<file path="config.mk">
export PLATFORM = sky130hd
export DESIGN_NAME = parking_gate_ctrl
export DESIGN_NICKNAME = d
export VERILOG_FILES = /design/src/rtl/parking_pkg.sv /design/src/rtl/gate_fsm.sv /design/src/rtl/parking_gate_ctrl.sv
export SDC_FILE = /design/constraint.sdc
export NUM_CORES = 1
export LEC_CHECK = 0
export CORE_AREA = 3 3 47 49
export CTS_CLUSTER_SIZE = 40
export DETAILED_ROUTE_END_ITERATION = 16
export DIE_AREA = 0 0 50 52
export PLACE_DENSITY = 0.78
export SETUP_SLACK_MARGIN = 0.2
export SLEW_MARGIN = 40
export SYNTH_ARGS = -nofsm -noshare
export SYNTH_HDL_FRONTEND = slang
export SYNTH_SLANG_ARGS = --single-unit
</file>
<file path="constraint.sdc">
create_clock -name clk -period 2.9 [get_ports clk]
set_clock_uncertainty 0.05 [all_clocks]
set_input_delay 0.58 -clock clk [delete_from_list [all_inputs] [get_ports clk]]
set_output_delay 0.58 -clock clk [all_outputs]
set_load 0.05 [all_outputs]
</file>
<file path="src/rtl/parking_pkg.sv">
// Shared gate-state encoding and default sizing for the parking gate controller.
package parking_pkg;

  typedef enum logic {
    IDLE = 1'b0,
    OPEN = 1'b1
  } gate_state_e;

  localparam int DEF_CAPACITY    = 10;
  localparam int DEF_CNT_W       = 4;
  localparam int DEF_OPEN_CYCLES = 4;

endpackage

</file>
<file path="src/rtl/gate_fsm.sv">
// One gate: sensor rising-edge detect, IDLE/OPEN FSM with hold timer, grant (same cycle) and reject pulse.
// Gate opens / reject pulses one cycle after the edge; edges while OPEN are dropped, nothing is queued.
module gate_fsm
  import parking_pkg::*;
#(
  parameter int OPEN_CYCLES = DEF_OPEN_CYCLES
) (
  input  logic i_clk,
  input  logic i_rst_n,
  input  logic i_sensor,
  input  logic i_allow,
  output logic o_grant,
  output logic o_open,
  output logic o_reject
);

  localparam int TW = $clog2(OPEN_CYCLES + 1);

  gate_state_e   r_state;
  gate_state_e   w_state_nxt;
  logic [TW-1:0] r_timer;
  logic [TW-1:0] w_timer_nxt;
  logic          r_sensor_q;
  logic          r_reject;
  logic          w_reject_nxt;
  logic          w_edge;

  // Edge register resets to 0 so a sensor held high through reset counts as an edge.
  assign w_edge = i_sensor & ~r_sensor_q;

  always_comb begin
    w_state_nxt  = r_state;
    w_timer_nxt  = r_timer;
    w_reject_nxt = 1'b0;
    o_grant      = 1'b0;
    case (r_state)
      IDLE: begin
        if (w_edge) begin
          if (i_allow) begin
            o_grant     = 1'b1;
            w_state_nxt = OPEN;
            w_timer_nxt = TW'(OPEN_CYCLES);
          end else begin
            w_reject_nxt = 1'b1;
          end
        end
      end
      OPEN: begin
        if (r_timer <= TW'(1)) begin
          w_state_nxt = IDLE;
          w_timer_nxt = '0;
        end else begin
          w_timer_nxt = r_timer - TW'(1);
        end
      end
      default: begin
        w_state_nxt = IDLE;
        w_timer_nxt = '0;
      end
    endcase
  end

  always_ff @(posedge i_clk or negedge i_rst_n) begin
    if (!i_rst_n) begin
      r_state    <= IDLE;
      r_timer    <= '0;
      r_sensor_q <= 1'b0;
      r_reject   <= 1'b0;
    end else begin
      r_state    <= w_state_nxt;
      r_timer    <= w_timer_nxt;
      r_sensor_q <= i_sensor;
      r_reject   <= w_reject_nxt;
    end
  end

  assign o_open   = (r_state == OPEN);
  assign o_reject = r_reject;

endmodule

</file>
<file path="src/rtl/parking_gate_ctrl.sv">
// Parking lot entry/exit gate controller with bounded occupancy counter and full/empty flags.
// Count and flags update one cycle after a sensor edge; no backpressure, refused requests pulse *_reject.
module parking_gate_ctrl
  import parking_pkg::*;
#(
  parameter int CAPACITY    = DEF_CAPACITY,
  parameter int CNT_W       = DEF_CNT_W,
  parameter int OPEN_CYCLES = DEF_OPEN_CYCLES
) (
  input  logic             clk,
  input  logic             clr,
  input  logic             ent,
  input  logic             ext,
  output logic             ent_open,
  output logic             ext_open,
  output logic [CNT_W-1:0] count,
  output logic             full,
  output logic             empty,
  output logic             ent_reject,
  output logic             ext_reject
);

  logic [CNT_W-1:0] r_count;
  logic [CNT_W-1:0] w_count_nxt;
  logic             r_full;
  logic             r_empty;
  logic             w_ent_allow;
  logic             w_ext_allow;
  logic             w_ent_grant;
  logic             w_ext_grant;

  // Decisions use the registered count only, so a same-cycle exit cannot admit into a full lot.
  assign w_ent_allow = (r_count < CNT_W'(CAPACITY));
  assign w_ext_allow = (r_count != '0);

  gate_fsm #(.OPEN_CYCLES(OPEN_CYCLES)) u_ent_gate (
    .i_clk    (clk),
    .i_rst_n  (clr),
    .i_sensor (ent),
    .i_allow  (w_ent_allow),
    .o_grant  (w_ent_grant),
    .o_open   (ent_open),
    .o_reject (ent_reject)
  );

  gate_fsm #(.OPEN_CYCLES(OPEN_CYCLES)) u_ext_gate (
    .i_clk    (clk),
    .i_rst_n  (clr),
    .i_sensor (ext),
    .i_allow  (w_ext_allow),
    .o_grant  (w_ext_grant),
    .o_open   (ext_open),
    .o_reject (ext_reject)
  );

  always_comb begin
    w_count_nxt = r_count;
    case ({w_ent_grant, w_ext_grant})
      2'b10:   w_count_nxt = r_count + CNT_W'(1);
      2'b01:   w_count_nxt = r_count - CNT_W'(1);
      default: w_count_nxt = r_count;
    endcase
  end

  always_ff @(posedge clk or negedge clr) begin
    if (!clr) begin
      r_count <= '0;
      r_full  <= 1'b0;
      r_empty <= 1'b1;
    end else begin
      r_count <= w_count_nxt;
      r_full  <= (w_count_nxt == CNT_W'(CAPACITY));
      r_empty <= (w_count_nxt == '0);
    end
  end

  assign count = r_count;
  assign full  = r_full;
  assign empty = r_empty;

endmodule

</file>
---- Word level (Yosys, flattened, before mapping) ----
Index checks and enable logic that the tools add are counted.
storage, ports and cells
  flip-flop bits (word level) ............. 18
  bits of input ports ..................... 4
  output and inout bits ................... 10
  word-level logic and storage cells ...... 60
operators by class
  add/subtract/negate cells ............... 4
  order comparisons ....................... 3
  eq/ne operators ......................... 7
  mux-type cells .......................... 25
  bitwise operators ....................... 6
  reduce and logical (&&, ||, !) cells .... 4
operators by type and width
  kind                                                                               count
  3-bit two-way mux                                                                  6
  1-bit two-way mux                                                                  14
  3-bit case mux with 2 select lines                                                 2
  2-bit by 1-bit != test with 1-bit output (second input constant)                   4
  4-bit case mux with 2 select lines                                                 1
  3-bit by 1-bit less-or-equal comparator with 1-bit output (second input constant)  2
  3-bit by 1-bit subtractor with 3-bit output (second input constant)                2
  4-bit by 1-bit adder with 4-bit output (second input constant)                     1
  4-bit == test (second input constant)                                              1
  4-bit zero test                                                                    1
  4-bit < comparator (second input constant)                                         1
  1-bit NOT                                                                          4
  1-bit case mux with 2 select lines                                                 2
  2-bit AND reduction                                                                2
  4-bit nonzero test                                                                 1
  4-bit by 1-bit subtractor with 4-bit output (second input constant)                1
  1-bit AND                                                                          2
  2-bit by 1-bit == test with 1-bit output (second input constant)                   1
  2-bit == test (second input constant)                                              1

---- Depth between registers and ports, before layout ----
Gate-level depths: netlist of the first run.
  word-level depth ........................ 7
  mapped depth ............................ 14
  mapped depth without buffers ............ 13

---- Hierarchy ----
Synthesis of the first run repeated with hierarchy kept, for this count alone.
second synthesis, totals
  cell total of the unflattened synthesis .. 93
  area, all modules ....................... 980.9 µm²
by module, submodules not included
  module             instances  cells an instance  area each (µm²)  sequential area each (µm²)
  gate_fsm           2          27                 287.8            150.1
  parking_gate_ctrl  1          39                 405.4            151.4

---- Worst setup path after synthesis of the first run ----
OpenSTA, ideal clock, no wires.
  path kind ............................... flip-flop to flip-flop
  start point ............................. register r_count[1] (netlist: count[1])
  end point ............................... register r_empty (netlist: empty)
  setup time .............................. 0.081 ns
  data arrival time ....................... 2.491 ns
  data required time ...................... 2.769 ns
  setup slack ............................. 0.278 ns
  cell stages (with the launch flop) ...... 13
  path buffers ............................ 1
  period minus slack after synthesis ...... 2.622 ns
  cell sequence ........................... dfrtp_1 > buf_6 > o21ai_0 > nand2_1 > ha_1 > xor2_1 > ha_1 > a21oi_1 > xor2_1 > nor2_1 > xnor2_1 > inv_1 > a211oi_2
on the way
  word-level cells in the longest chain between the ends .. 7
  elaborated cells on any way between the ends .. 14
  those cells by class .................... add/sub: 2; order compare: 1; eq/ne: 2; mux: 7; reduce/logical: 2
ends and longest elaborated chain
  what                                                                       RTL line                                          text
  from (decl)                                                                parking_gate_ctrl.sv:23                           logic [CNT_W-1:0] r_count;
  from (signal assigned)                                                     parking_gate_ctrl.sv:71                           r_count <= w_count_nxt;
  4-bit < comparator or 4-bit nonzero test (tied branches)                   parking_gate_ctrl.sv:33, parking_gate_ctrl.sv:34
  1-bit two-way mux                                                          gate_fsm.sv:39                                    if (i_allow) begin
  1-bit two-way mux                                                          gate_fsm.sv:38                                    if (w_edge) begin
  1-bit two-way mux                                                          gate_fsm.sv:36                                    case (r_state)
  2-bit by 1-bit == test with 1-bit output or 2-bit == test (tied branches)  parking_gate_ctrl.sv:58                           case ({w_ent_grant, w_ext_grant})
  4-bit case mux with 2 select lines (*)                                     parking_gate_ctrl.sv:58
  net w_count_nxt[2]                                                         parking_gate_ctrl.sv:24                           logic [CNT_W-1:0] w_count_nxt;
  4-bit zero test (*)                                                        parking_gate_ctrl.sv:73                           r_empty <= (w_count_nxt == '0);
  to (signal assigned)                                                       parking_gate_ctrl.sv:73
  to (decl)                                                                  parking_gate_ctrl.sv:26                           logic r_empty;
Mark *: on every way through the listed nets, which the timed path passes. The rest lies on a longest branch.
A chain may end at the register's enable or synchronous reset.

---- Worst setup path in the final report of the first run ----
  start point ............................. input port ext
  end point ............................... register r_empty (netlist: empty)
on the way
  word-level cells in the longest chain between the ends .. 6
  elaborated cells on any way between the ends .. 7
  those cells by class .................... eq/ne: 2; mux: 3; bitwise: 1; reduce/logical: 1
ends and longest elaborated chain
  what                                                                       RTL line                 text
  from (decl)                                                                parking_gate_ctrl.sv:13  input logic ext,
  1-bit AND (*)                                                              gate_fsm.sv:29           assign w_edge = i_sensor & ~r_sensor_q;
  1-bit two-way mux (*)                                                      gate_fsm.sv:38
  1-bit two-way mux (*)                                                      gate_fsm.sv:36
  2-bit by 1-bit == test with 1-bit output or 2-bit == test (tied branches)  parking_gate_ctrl.sv:58
  4-bit case mux with 2 select lines (*)                                     parking_gate_ctrl.sv:58
  net w_count_nxt[2]                                                         parking_gate_ctrl.sv:24
  4-bit zero test (*)                                                        parking_gate_ctrl.sv:73
Marked as above.

==> results of run 1 <==
-- worst max-delay path: stages --
cell                              delay, ns
sky130_fd_sc_hd__clkdlybuf4s50_1       0.48
sky130_fd_sc_hd__nor3b_4               0.19
sky130_fd_sc_hd__nand2_1               0.09
sky130_fd_sc_hd__inv_1                 0.12
sky130_fd_sc_hd__ha_4                  0.17
sky130_fd_sc_hd__xor2_2                0.13
sky130_fd_sc_hd__ha_2                  0.18
sky130_fd_sc_hd__a21oi_2               0.04
sky130_fd_sc_hd__xor2_1                0.17
sky130_fd_sc_hd__nor2_1                0.07
sky130_fd_sc_hd__xnor2_1               0.23
sky130_fd_sc_hd__inv_1                 0.10
sky130_fd_sc_hd__a211oi_2              0.16
-- synthesized netlist by cell type --
master / count
sky130_fd_sc_hd__buf_6: 1
sky130_fd_sc_hd__and3b_1: 1
sky130_fd_sc_hd__xnor2_1: 2
sky130_fd_sc_hd__inv_1: 8
sky130_fd_sc_hd__o21a_2: 1
sky130_fd_sc_hd__a31oi_1: 4
sky130_fd_sc_hd__o211a_1: 1
sky130_fd_sc_hd__nor2b_1: 2
sky130_fd_sc_hd__or3b_1: 1
sky130_fd_sc_hd__o21ai_0: 10
sky130_fd_sc_hd__and3_1: 3
sky130_fd_sc_hd__o21ai_2: 1
sky130_fd_sc_hd__clkbuf_1: 1
sky130_fd_sc_hd__a211oi_2: 1
sky130_fd_sc_hd__a21oi_1: 3
sky130_fd_sc_hd__ha_1: 7
sky130_fd_sc_hd__dfstp_2: 1
sky130_fd_sc_hd__nand2_1: 11
sky130_fd_sc_hd__nand2b_1: 1
sky130_fd_sc_hd__nor3b_1: 3
sky130_fd_sc_hd__nand3b_1: 1
sky130_fd_sc_hd__nor2_1: 6
sky130_fd_sc_hd__a21oi_2: 1
sky130_fd_sc_hd__dfrtp_1: 17
sky130_fd_sc_hd__mux2_2: 1
sky130_fd_sc_hd__nor3_1: 1
sky130_fd_sc_hd__xor2_1: 3
-- state kept, by name (all words and copies together), names as in the netlist --
name                   flops
count                      4
empty                      1
full                       1
u_ent_gate.o_open          1
u_ent_gate.o_reject        1
u_ent_gate.r_sensor_q      1
u_ent_gate.r_timer         3
u_ext_gate.o_open          1
u_ext_gate.o_reject        1
u_ext_gate.r_sensor_q      1
u_ext_gate.r_timer         3
-- logic make-up (layout without fill, tap and decap cells) --
| group | after synthesis | after routing | share of synthesized area |
|---|---|---|---|
| buf+inv | 10 | 33 | 0.0483 |
| mux | 1 | 1 | 0.0121 |
| compound gates | 22 | 22 | 0.149 |
| flops | 18 | 18 | 0.485 |
| fa+ha+maj | 7 | 7 | 0.0940 |
| simple gates | 30 | 30 | 0.165 |
| xor+xnor | 5 | 5 | 0.0470 |
-- power by group through the flow --
stage               registers, µW  clock network [µW]  logic, µW
floorplan                     617                   0        354
global placement              446                   0        738
detailed placement            455                   0        763
CTS                           452                 159        771
global route                  481                 172        867
finish                        462                 158        787
-- how the worst max path moves through the flow --
stage | startpoint | endpoint | cells after the start
finish | ext | empty | 13
global route | ext | empty | 13
CTS | ent | empty | 12
detailed placement | ent | empty | 12
global placement | ent | empty | 12
floorplan | count[1] | empty | 12
-- through the flow --
| step | power [µW] | setup slack, ns | instance area (µm²) | std cells |
|---|---|---|---|---|
| 6_report | 1410 | 0.376 | 1210 | 143 |
| 5_1_grt | 1520 | 0.183 | 1210 | 143 |
| 4_1_cts | 1380 | 0.223 | 1180 | 143 |
| 3_5_place_dp | 1220 | -0.0652 | 1140 | 139 |
| 3_3_place_gp | 1180 | -0.0456 | 1140 | 139 |
| 2_1_floorplan | 972 | 0.278 | 932 | 93 |
-- metal layers --
layer / wire [µm] / up-vias
met5: 0 / -
met4: 46 / 0
met3: 48 / 5
met2: 932 / 14
met1: 847 / 363
li1: - / 361
-- area by class of cell --
class	instances	share of cell area
multi-input combinational	65	0.393
sequential	18	0.372
timing repair buffer	21	0.152
clock buffer	4	0.0299
tap	27	0.0278
inverter	8	0.0247
-- what timing repair did --
| action | in CTS | in global routing |
|---|---|---|
| gates resized for setup | 0 | 9 |
| setup endpoints to repair | 0 | 3 |
| hold endpoints to repair | 0 | 0 |
==> metrics, run 1 <==
Clk pwr share=0.112; proportion of power drawn by flip-flops and latches=0.329; normalized max-slew margin=0.666; number of hold buffers added after CTS=0; clock root buffer=sky130_fd_sc_hd__clkbuf_4; fraction of layout instances using a drive strength above 1=0.216; final wirelength=~1900 µm; fmax=~0.40 GHz; CTS tree=yes; number of H-tree branching levels=1; switching power total=669 µW; drt pass-1 iters=4; x dimension of the die=50 µm; RSZ-0062 raised after global routing=no; number of violations reported at the end of detailed-routing iteration 0=10; met2 usage=0.280; Clock Sink Count=18; FF+latch count, synth=18; final core utilization=0.639; leakage power figure=approximately 0.00056 µW; height of the die=between 50 and 60 µm; number of max-capacitance violations reported=0; clock latency on the worst-skew pair=~0.30 ns; final setup violation count=0; total negative slack=0 ns; signed area change from the synthesized netlist to the final layout=30.3%; Distinct cells, synth=27; Multi-input gate area=478 µm²; ANT cells=0; count of input and output buffers=13; Initial Util=0.490; number of cells produced by synthesis=93; leading cell types in the layout, fill and taps excluded=17 x sky130_fd_sc_hd__dfrtp_1, 12 x sky130_fd_sc_hd__clkdlybuf4s50_1, 11 x sky130_fd_sc_hd__nand2_1; Reg2Reg Setup Slack=between 0.5 and 0.6 ns; wire length of the first global-routing pass=~3100 µm; met1 Usage GRT=0.186; weighted congestion at the end of routability-driven global placement=about 0.81; core outline area=about 1900 µm²; total standard cell area after synthesis=932 µm²; final clock period utilization by the worst path=0.870; worst flop-to-flop path startpoint=count[1]; Power Density=approximately 1200 nW/µm²; overflow left after global routing=0; part of the Yosys area used for sequential elements=0.485; critical path class=input pin to flop; post-route ant nets=0; overall via count from detail_route=around 740; Setup Fix Bufs, Post-CTS=0; # DRC=0; worst ir drop on vdd=about 0.68 mV; Final #Nets=approximately 130; capture point of the worst reg-to-reg path=empty; post-synthesis net count=around 100; mean post-synth cell area=around 10 µm²; result of the run=finished, final reports clean; share of total power in combinational logic=0.559; count of yosys warnings during synthesis=0; via count of the first global-routing pass=around 750; main area contributors after synthesis=sky130_fd_sc_hd__dfrtp_1 46%, sky130_fd_sc_hd__ha_1 9.4%, sky130_fd_sc_hd__o21ai_0 5.4%, sky130_fd_sc_hd__nand2_1 4.4%, sky130_fd_sc_hd__inv_1 3.2%; Final Slew Violations=0; count of cells along the worst register-to-register path=11; Critical Path Start Type=input pin; most crowded layer after global routing=met2; die area=roughly 2600 µm²; post-CTS clock slew at the launch and capture registers of the worst setup and hold paths=between 0.1 and 0.15 ns; actual slew at the worst max-slew pin=0.499 ns; placement row count=16; worst hold slack=about 0.14 ns; crit end category=flop; net switching share of the total power=0.476; Internal Power=737 µW; global-route usage over all layers=0.165; post-synth top area share=0.456; worst-path maximum fanout=3; pin count of the biggest net entering global routing=19; filler instances=between 150 and 200; post-detailed-placement half-perimeter wirelength=~1400 µm; FF+latch area=between 400 and 500 µm²; leading area contributor after synthesis=sky130_fd_sc_hd__dfrtp_1; class of the most critical hold timing path=input pin to async pin; arrival time reported for the critical path endpoint=approximately 2.7 ns; I/O pin total=14; number of buffers created by CTS=3; number of antenna violations at the first check in global routing=0; Vias/cell=approximately 5.2; maximum clock insertion buffer count=2; routed wirelength normalized by instance count=13.1 µm; GR Layer Usage met3=0.0315; number of hold-slack violations in the final timing report=0; most frequent standard cell in the layout excluding fill and tap cells=sky130_fd_sc_hd__dfrtp_1; Crit path required time=3.08 ns; shortest clock period the worst path allows after layout=approximately 2.5 ns
Note: power is estimated with default switching activity, not from simulation.
==> run 2: changes to the inputs <==
--- a/config.mk
+++ b/config.mk
@@ -5,6 +5,7 @@
 export SDC_FILE = /design/constraint.sdc
 export NUM_CORES = 1
 export LEC_CHECK = 0
+export ABC_CLOCK_PERIOD_IN_PS = 2900
 export CORE_AREA = 3 3 47 49
 export CTS_CLUSTER_SIZE = 40
 export DETAILED_ROUTE_END_ITERATION = 16
==> results of run 2 <==
Same layout as run 1: the final DEF is identical, and so are final timing and power.
==> run 3: changes to the inputs <==
--- a/config.mk
+++ b/config.mk
@@ -10,6 +10,7 @@
 export CTS_CLUSTER_SIZE = 40
 export DETAILED_ROUTE_END_ITERATION = 16
 export DIE_AREA = 0 0 50 52
+export MAX_ROUTING_LAYER = met4
 export PLACE_DENSITY = 0.78
 export SETUP_SLACK_MARGIN = 0.2
 export SLEW_MARGIN = 40
==> run 3 against run 2 <==
Net effect: register-to-register slack barely moved; global-route usage rose by 0.44 points; largest power group unchanged; combinational power barely moved; clock power barely moved; wire length did not move.
==> metrics, run 3 (synthesis results as in run 1) <==
number of buffers created by CTS=3 (unchanged); overflow left after global routing=0 (unchanged); placement row count=16 (unchanged); count of cells along the worst register-to-register path=11 (unchanged); Power Density=1160 nW/µm² (about the same); global-route usage over all layers=0.169 (was 0.165); pin count of the biggest net entering global routing=19 (unchanged); count of input and output buffers=13 (unchanged); worst ir drop on vdd=0.681 mV (was 0.680 mV); most frequent standard cell in the layout excluding fill and tap cells=sky130_fd_sc_hd__dfrtp_1 (unchanged); signed area change from the synthesized netlist to the final layout=30.3% (unchanged); class of the most critical hold timing path=input pin to async pin (unchanged); final worst setup slack=0.376 ns (about the same); actual slew at the worst max-slew pin=0.502 ns (was 0.499 ns); worst hold slack=0.135 ns (about the same); timing endpoint of the critical path=empty (unchanged); post-route ant nets=0 (unchanged); placed instance area=1140 µm² (unchanged); I/O pin total=14 (unchanged); final wirelength=1880 µm (unchanged); maximum clock insertion buffer count=2 (unchanged); final setup violation count=0 (unchanged); capture point of the worst reg-to-reg path=empty (unchanged); number of hold-slack violations in the final timing report=0 (unchanged); number of hold buffers added after CTS=0 (unchanged); x dimension of the die=50 µm (unchanged); height of the die=52 µm (unchanged); filler instances=151 (unchanged); final design instance area without fill=1210 µm² (unchanged); number of cells upsized or downsized after cts=0 (unchanged); worst slack, placed=-0.0652 ns (unchanged); number of violations reported at the end of detailed-routing iteration 0=10 (unchanged); RSZ-0062 raised after global routing=no (unchanged); Vias/cell=5.20 (unchanged); core outline area=1900 µm² (unchanged); CTS tree=yes (unchanged); result of the run=finished, final reports clean (unchanged); Final #Nets=128 (unchanged); Multi-input gate area=478 µm² (unchanged); post-detailed-placement half-perimeter wirelength=1380 µm (unchanged); Final Slew Violations=0 (unchanged); overall via count from detail_route=743 (unchanged); final clock period utilization by the worst path=0.870 (about the same); crit end category=flop (unchanged); post-CTS clock slew at the launch and capture registers of the worst setup and hold paths=0.11 ns (about the same); Clock Sink Count=18 (unchanged); clock root buffer=sky130_fd_sc_hd__clkbuf_4 (unchanged); critical path class=input pin to flop (unchanged); worst flop-to-flop path startpoint=count[1] (unchanged); routed wirelength normalized by instance count=13.1 µm (unchanged); number of antenna violations at the first check in global routing=0 (unchanged); via count of the first global-routing pass=745 (unchanged); fmax=0.396 GHz (about the same); Initial Util=0.490 (unchanged); weighted congestion at the end of routability-driven global placement=0.827 (was 0.815); die area=2600 µm² (unchanged); fraction of layout instances using a drive strength above 1=0.216 (unchanged); leakage power figure=0.000563 µW (unchanged); Reg2Reg Setup Slack=0.53 ns (about the same); number of max-capacitance violations reported=0 (unchanged); Critical Path Start Type=input pin (unchanged); normalized max-slew margin=0.664 (was 0.666); shortest clock period the worst path allows after layout=2.52 ns (about the same); ANT cells=0 (unchanged); number of flip-flops under the largest register name=4 (unchanged); startpoint of the worst setup timing path=ext (unchanged); worst-path maximum fanout=3 (unchanged); arrival time reported for the critical path endpoint=2.70 ns (about the same); drt pass-1 iters=4 (unchanged); wire length of the first global-routing pass=3150 µm (about the same); leading cell types in the layout, fill and taps excluded=17 x sky130_fd_sc_hd__dfrtp_1, 12 x sky130_fd_sc_hd__clkdlybuf4s50_1, 11 x sky130_fd_sc_hd__nand2_1 (unchanged); FF+latch area=452 µm² (unchanged); Setup Fix Bufs, Post-CTS=0 (unchanged); clock latency on the worst-skew pair=0.30 ns (about the same); Crit path required time=3.08 ns (about the same); number of H-tree branching levels=1 (unchanged); # DRC=0 (unchanged)
## run 3: cell counts in the layout (fill, tap and decap cells not counted)
No cell type changed its count.
## run 3: layout make-up
cell class	instances	area share
inverters	8	0.0247
clock buffers	4	0.0299
repair buffers	21	0.152
multi-input cells	65	0.393
flip-flops and latches	18	0.372
well taps	27	0.0278
## run 3: worst min path at each step
| stage | end | depth (start not counted) |
|---|---|---|
| 4_1_cts | u_ext_gate.r_timer[1] | 2 |
| 3_3_place_gp | u_ext_gate.r_timer[1] | 2 |
| 3_5_place_dp | u_ext_gate.r_timer[1] | 2 |
| 2_1_floorplan | count[0] | 0 |
| 6_report | u_ext_gate.o_reject | 1 |
| 5_1_grt | u_ext_gate.r_timer[2] | 1 |
## run 3: metrics by stage
step	TNS, ns	power [µW]	instances	utilization
floorplan	0	972	93	-
global placement	-0.0559	1180	139	0.600
detailed placement	-0.0734	1220	139	0.600
CTS	0	1380	143	0.619
global route	0	1520	143	0.639
finish	0	1410	143	0.639
## run 3: routing by layer
metal	vias up	wire, µm	GRT usage
li1	361	-	-
met1	363	854	0.188
met2	14	932	0.280
met3	5	41	0.0287
met4	0	46	0.111
met5	-	0	-
## run 3: worst max-delay path, stage by stage
cell,delay [ns]
sky130_fd_sc_hd__clkdlybuf4s50_1,0.48
sky130_fd_sc_hd__nor3b_4,0.19
sky130_fd_sc_hd__nand2_1,0.09
sky130_fd_sc_hd__inv_1,0.12
sky130_fd_sc_hd__ha_4,0.17
sky130_fd_sc_hd__xor2_2,0.13
sky130_fd_sc_hd__ha_2,0.18
sky130_fd_sc_hd__a21oi_2,0.04
sky130_fd_sc_hd__xor2_1,0.17
sky130_fd_sc_hd__nor2_1,0.07
sky130_fd_sc_hd__xnor2_1,0.23
sky130_fd_sc_hd__inv_1,0.10
sky130_fd_sc_hd__a211oi_2,0.16
## run 3: report_power, final
part / switching [µW] / total (µW) / internal (µW)
combinational: 475 / 787 / 312
sequential: 114 / 462 / 349
clock: 80.9 / 158 / 76.7
total: 669 / 1410 / 737
==> edit 1 (flow settings as in run 3) <==
The package constant `DEF_CNT_W` goes from 4 to 3.
--- a/src/rtl/parking_pkg.sv
+++ b/src/rtl/parking_pkg.sv
@@ -7,7 +7,7 @@
   } gate_state_e;
 
   localparam int DEF_CAPACITY    = 10;
-  localparam int DEF_CNT_W       = 4;
+  localparam int DEF_CNT_W       = 3;
   localparam int DEF_OPEN_CYCLES = 4;
 
 endpackage
Ports: changed (resized count); port bits go from 14 to 13. No check against the original RTL was run, so the function may have changed too.
==> edit 1 against run 3 <==
Design area shrank 16%. Sequential share of layout area is 4.7 points higher. Sequential cell count decreased by 1. Power down 14%. Synthesized area fell by 9.1%. Synthesized cell count shrank 25%. Wire length shrank 29%. Worst setup slack better by 0.14 ns.
==> edit 1: results (changes against run 3) <==
status complete, no violations; count of cell types in the netlist 28 (+3.7%); first-pass GRT wire length 2.44 mm (-23%); Yosys top cell area share 0.473 (+0.0163); vias 557 (-25%); flop2flop setup slack 0.69 ns (+0.16 ns); Reg2Reg Depth 7 (-4); Worst R2R End empty$_DFF_PN1_; Reg clk slew, reported paths 0.09 ns (-0.02 ns); syn_nets 80 (-23%); Root Buffer clkbuf_4; peak supply drop 530 uV (-22%); Main synth FF type dfrtp_1; worst slack, placed 0.213 ns (+0.279 ns); post-cts sizing count 0 (unchanged); top cells by count, synth 16 x dfrtp_1, 7 x inv_1, 5 x ha_1; top post-synthesis cells by area dfrtp_1 47%, ha_1 7.4%, dfstp_2 3.1%; Mapped Cells 70 (-25%); port bufs 12 (-1); Max Root-Sink Buffers 2 (unchanged); gpl congestion 0.825 (-0.19%); WL/cell 11.8 um (-9.8%); Ys Warns 0 (unchanged); Num CTS Buffers 3 (unchanged); CP max FO 3 (unchanged); fraction of layout cells with a size suffix above 1 0.128 (-0.0876); post-CTS setup buffer count 0 (unchanged); critical path data arrival time 2.55 ns (-0.15 ns); number of nets in the layout 97 (-24%); Pre-antenna DRT Iters 4 (unchanged); async set or reset register ratio after synthesis 1.00 (unchanged); pin count of the biggest net entering global routing 18 (-1); Cell Count Post-Placement 109 (-22%); final std cells w/o fill 113 (-21%); first-iteration detailed-routing DRC count 8 (-2); initial antenna violation count 0 (unchanged); Post-DP HPWL 1.03 mm (-25%); Total GRT Usage 0.131 (-0.0379); Static Leak 0.449 nW (-20%); Worst-Skew Late Latency 0.28 ns (-0.02 ns); fill count 173 (+15%); sequential cell area fraction in the yosys report 0.504 (+0.0191); antenna fix cells 0 (unchanged); htree depth 1 (unchanged); Net Switching 0.000543 W (-19%); slew margin rel. 0.666 (+0.00190); hold crit path type input port to async pin
## edit 1: worst max-delay path by stage
stage	startpoint	cells after the start	to
floorplan	flop	8	empty$_DFF_PN1_
global placement	ext	8	empty$_DFF_PN1_
detailed placement	ext	8	empty$_DFF_PN1_
CTS	ext	8	empty$_DFF_PN1_
global route	ext	8	empty$_DFF_PN1_
finish	ext	8	empty$_DFF_PN1_
## edit 1: layer usage
metal	share of wire	GRT usage
met1	0.46	0.154
met2	0.50	0.209
met3	0.030	0.0315
met4	0.0060	0.0691
met5	0	-
## edit 1: logic make-up (layout without fill, tap and decap cells)
group | Yosys count | after routing | share of synthesized area
flip-flops | 17 | 17 | 0.504
AND/OR/NAND/NOR | 19 | 19 | 0.143
AO/OA/AOI/OAI | 15 | 15 | 0.142
buffers and inverters | 8 | 24 | 0.0443
adder cells (fa/ha/maj) | 6 | 6 | 0.0975
XOR/XNOR | 5 | 5 | 0.0694
## edit 1: cell type report
| class | count | area share |
|---|---|---|
| Sequential cell | 17 | 0.419 |
| Multi-Input combinational cell | 45 | 0.376 |
| Timing Repair Buffer | 13 | 0.120 |
| Tap cell | 27 | 0.0332 |
| Clock buffer | 4 | 0.0258 |
| Inverter | 7 | 0.0258 |
## edit 1: metrics by stage
step	instance area [um^2]	power (W)	hold WS, ns
4_1_cts	1020	0.00123	0.418
6_report	1020	0.00122	0.146
3_5_place_dp	997	0.00110	0.407
3_3_place_gp	997	0.00109	0.397
5_1_grt	1020	0.00131	0.172
2_1_floorplan	847	0.000933	0.234
## edit 1: power groups by stage
stage	clock, W	sequential (W)	combinational, W
2_1_floorplan	0	0.000585	0.000348
3_3_place_gp	0	0.000437	0.000649
3_5_place_dp	0	0.000440	0.000665
4_1_cts	0.000126	0.000435	0.000668
5_1_grt	0.000139	0.000453	0.000719
6_report	0.000121	0.000435	0.000660
## edit 1: critical path, stage by stage
cell and delay, ns:
clkdlybuf4s50_1 0.47, nand2b_1 0.10, nor3_2 0.20, ha_1 0.25, inv_1 0.07, fa_1 0.41
xor3_1 0.22, a32o_1 0.27
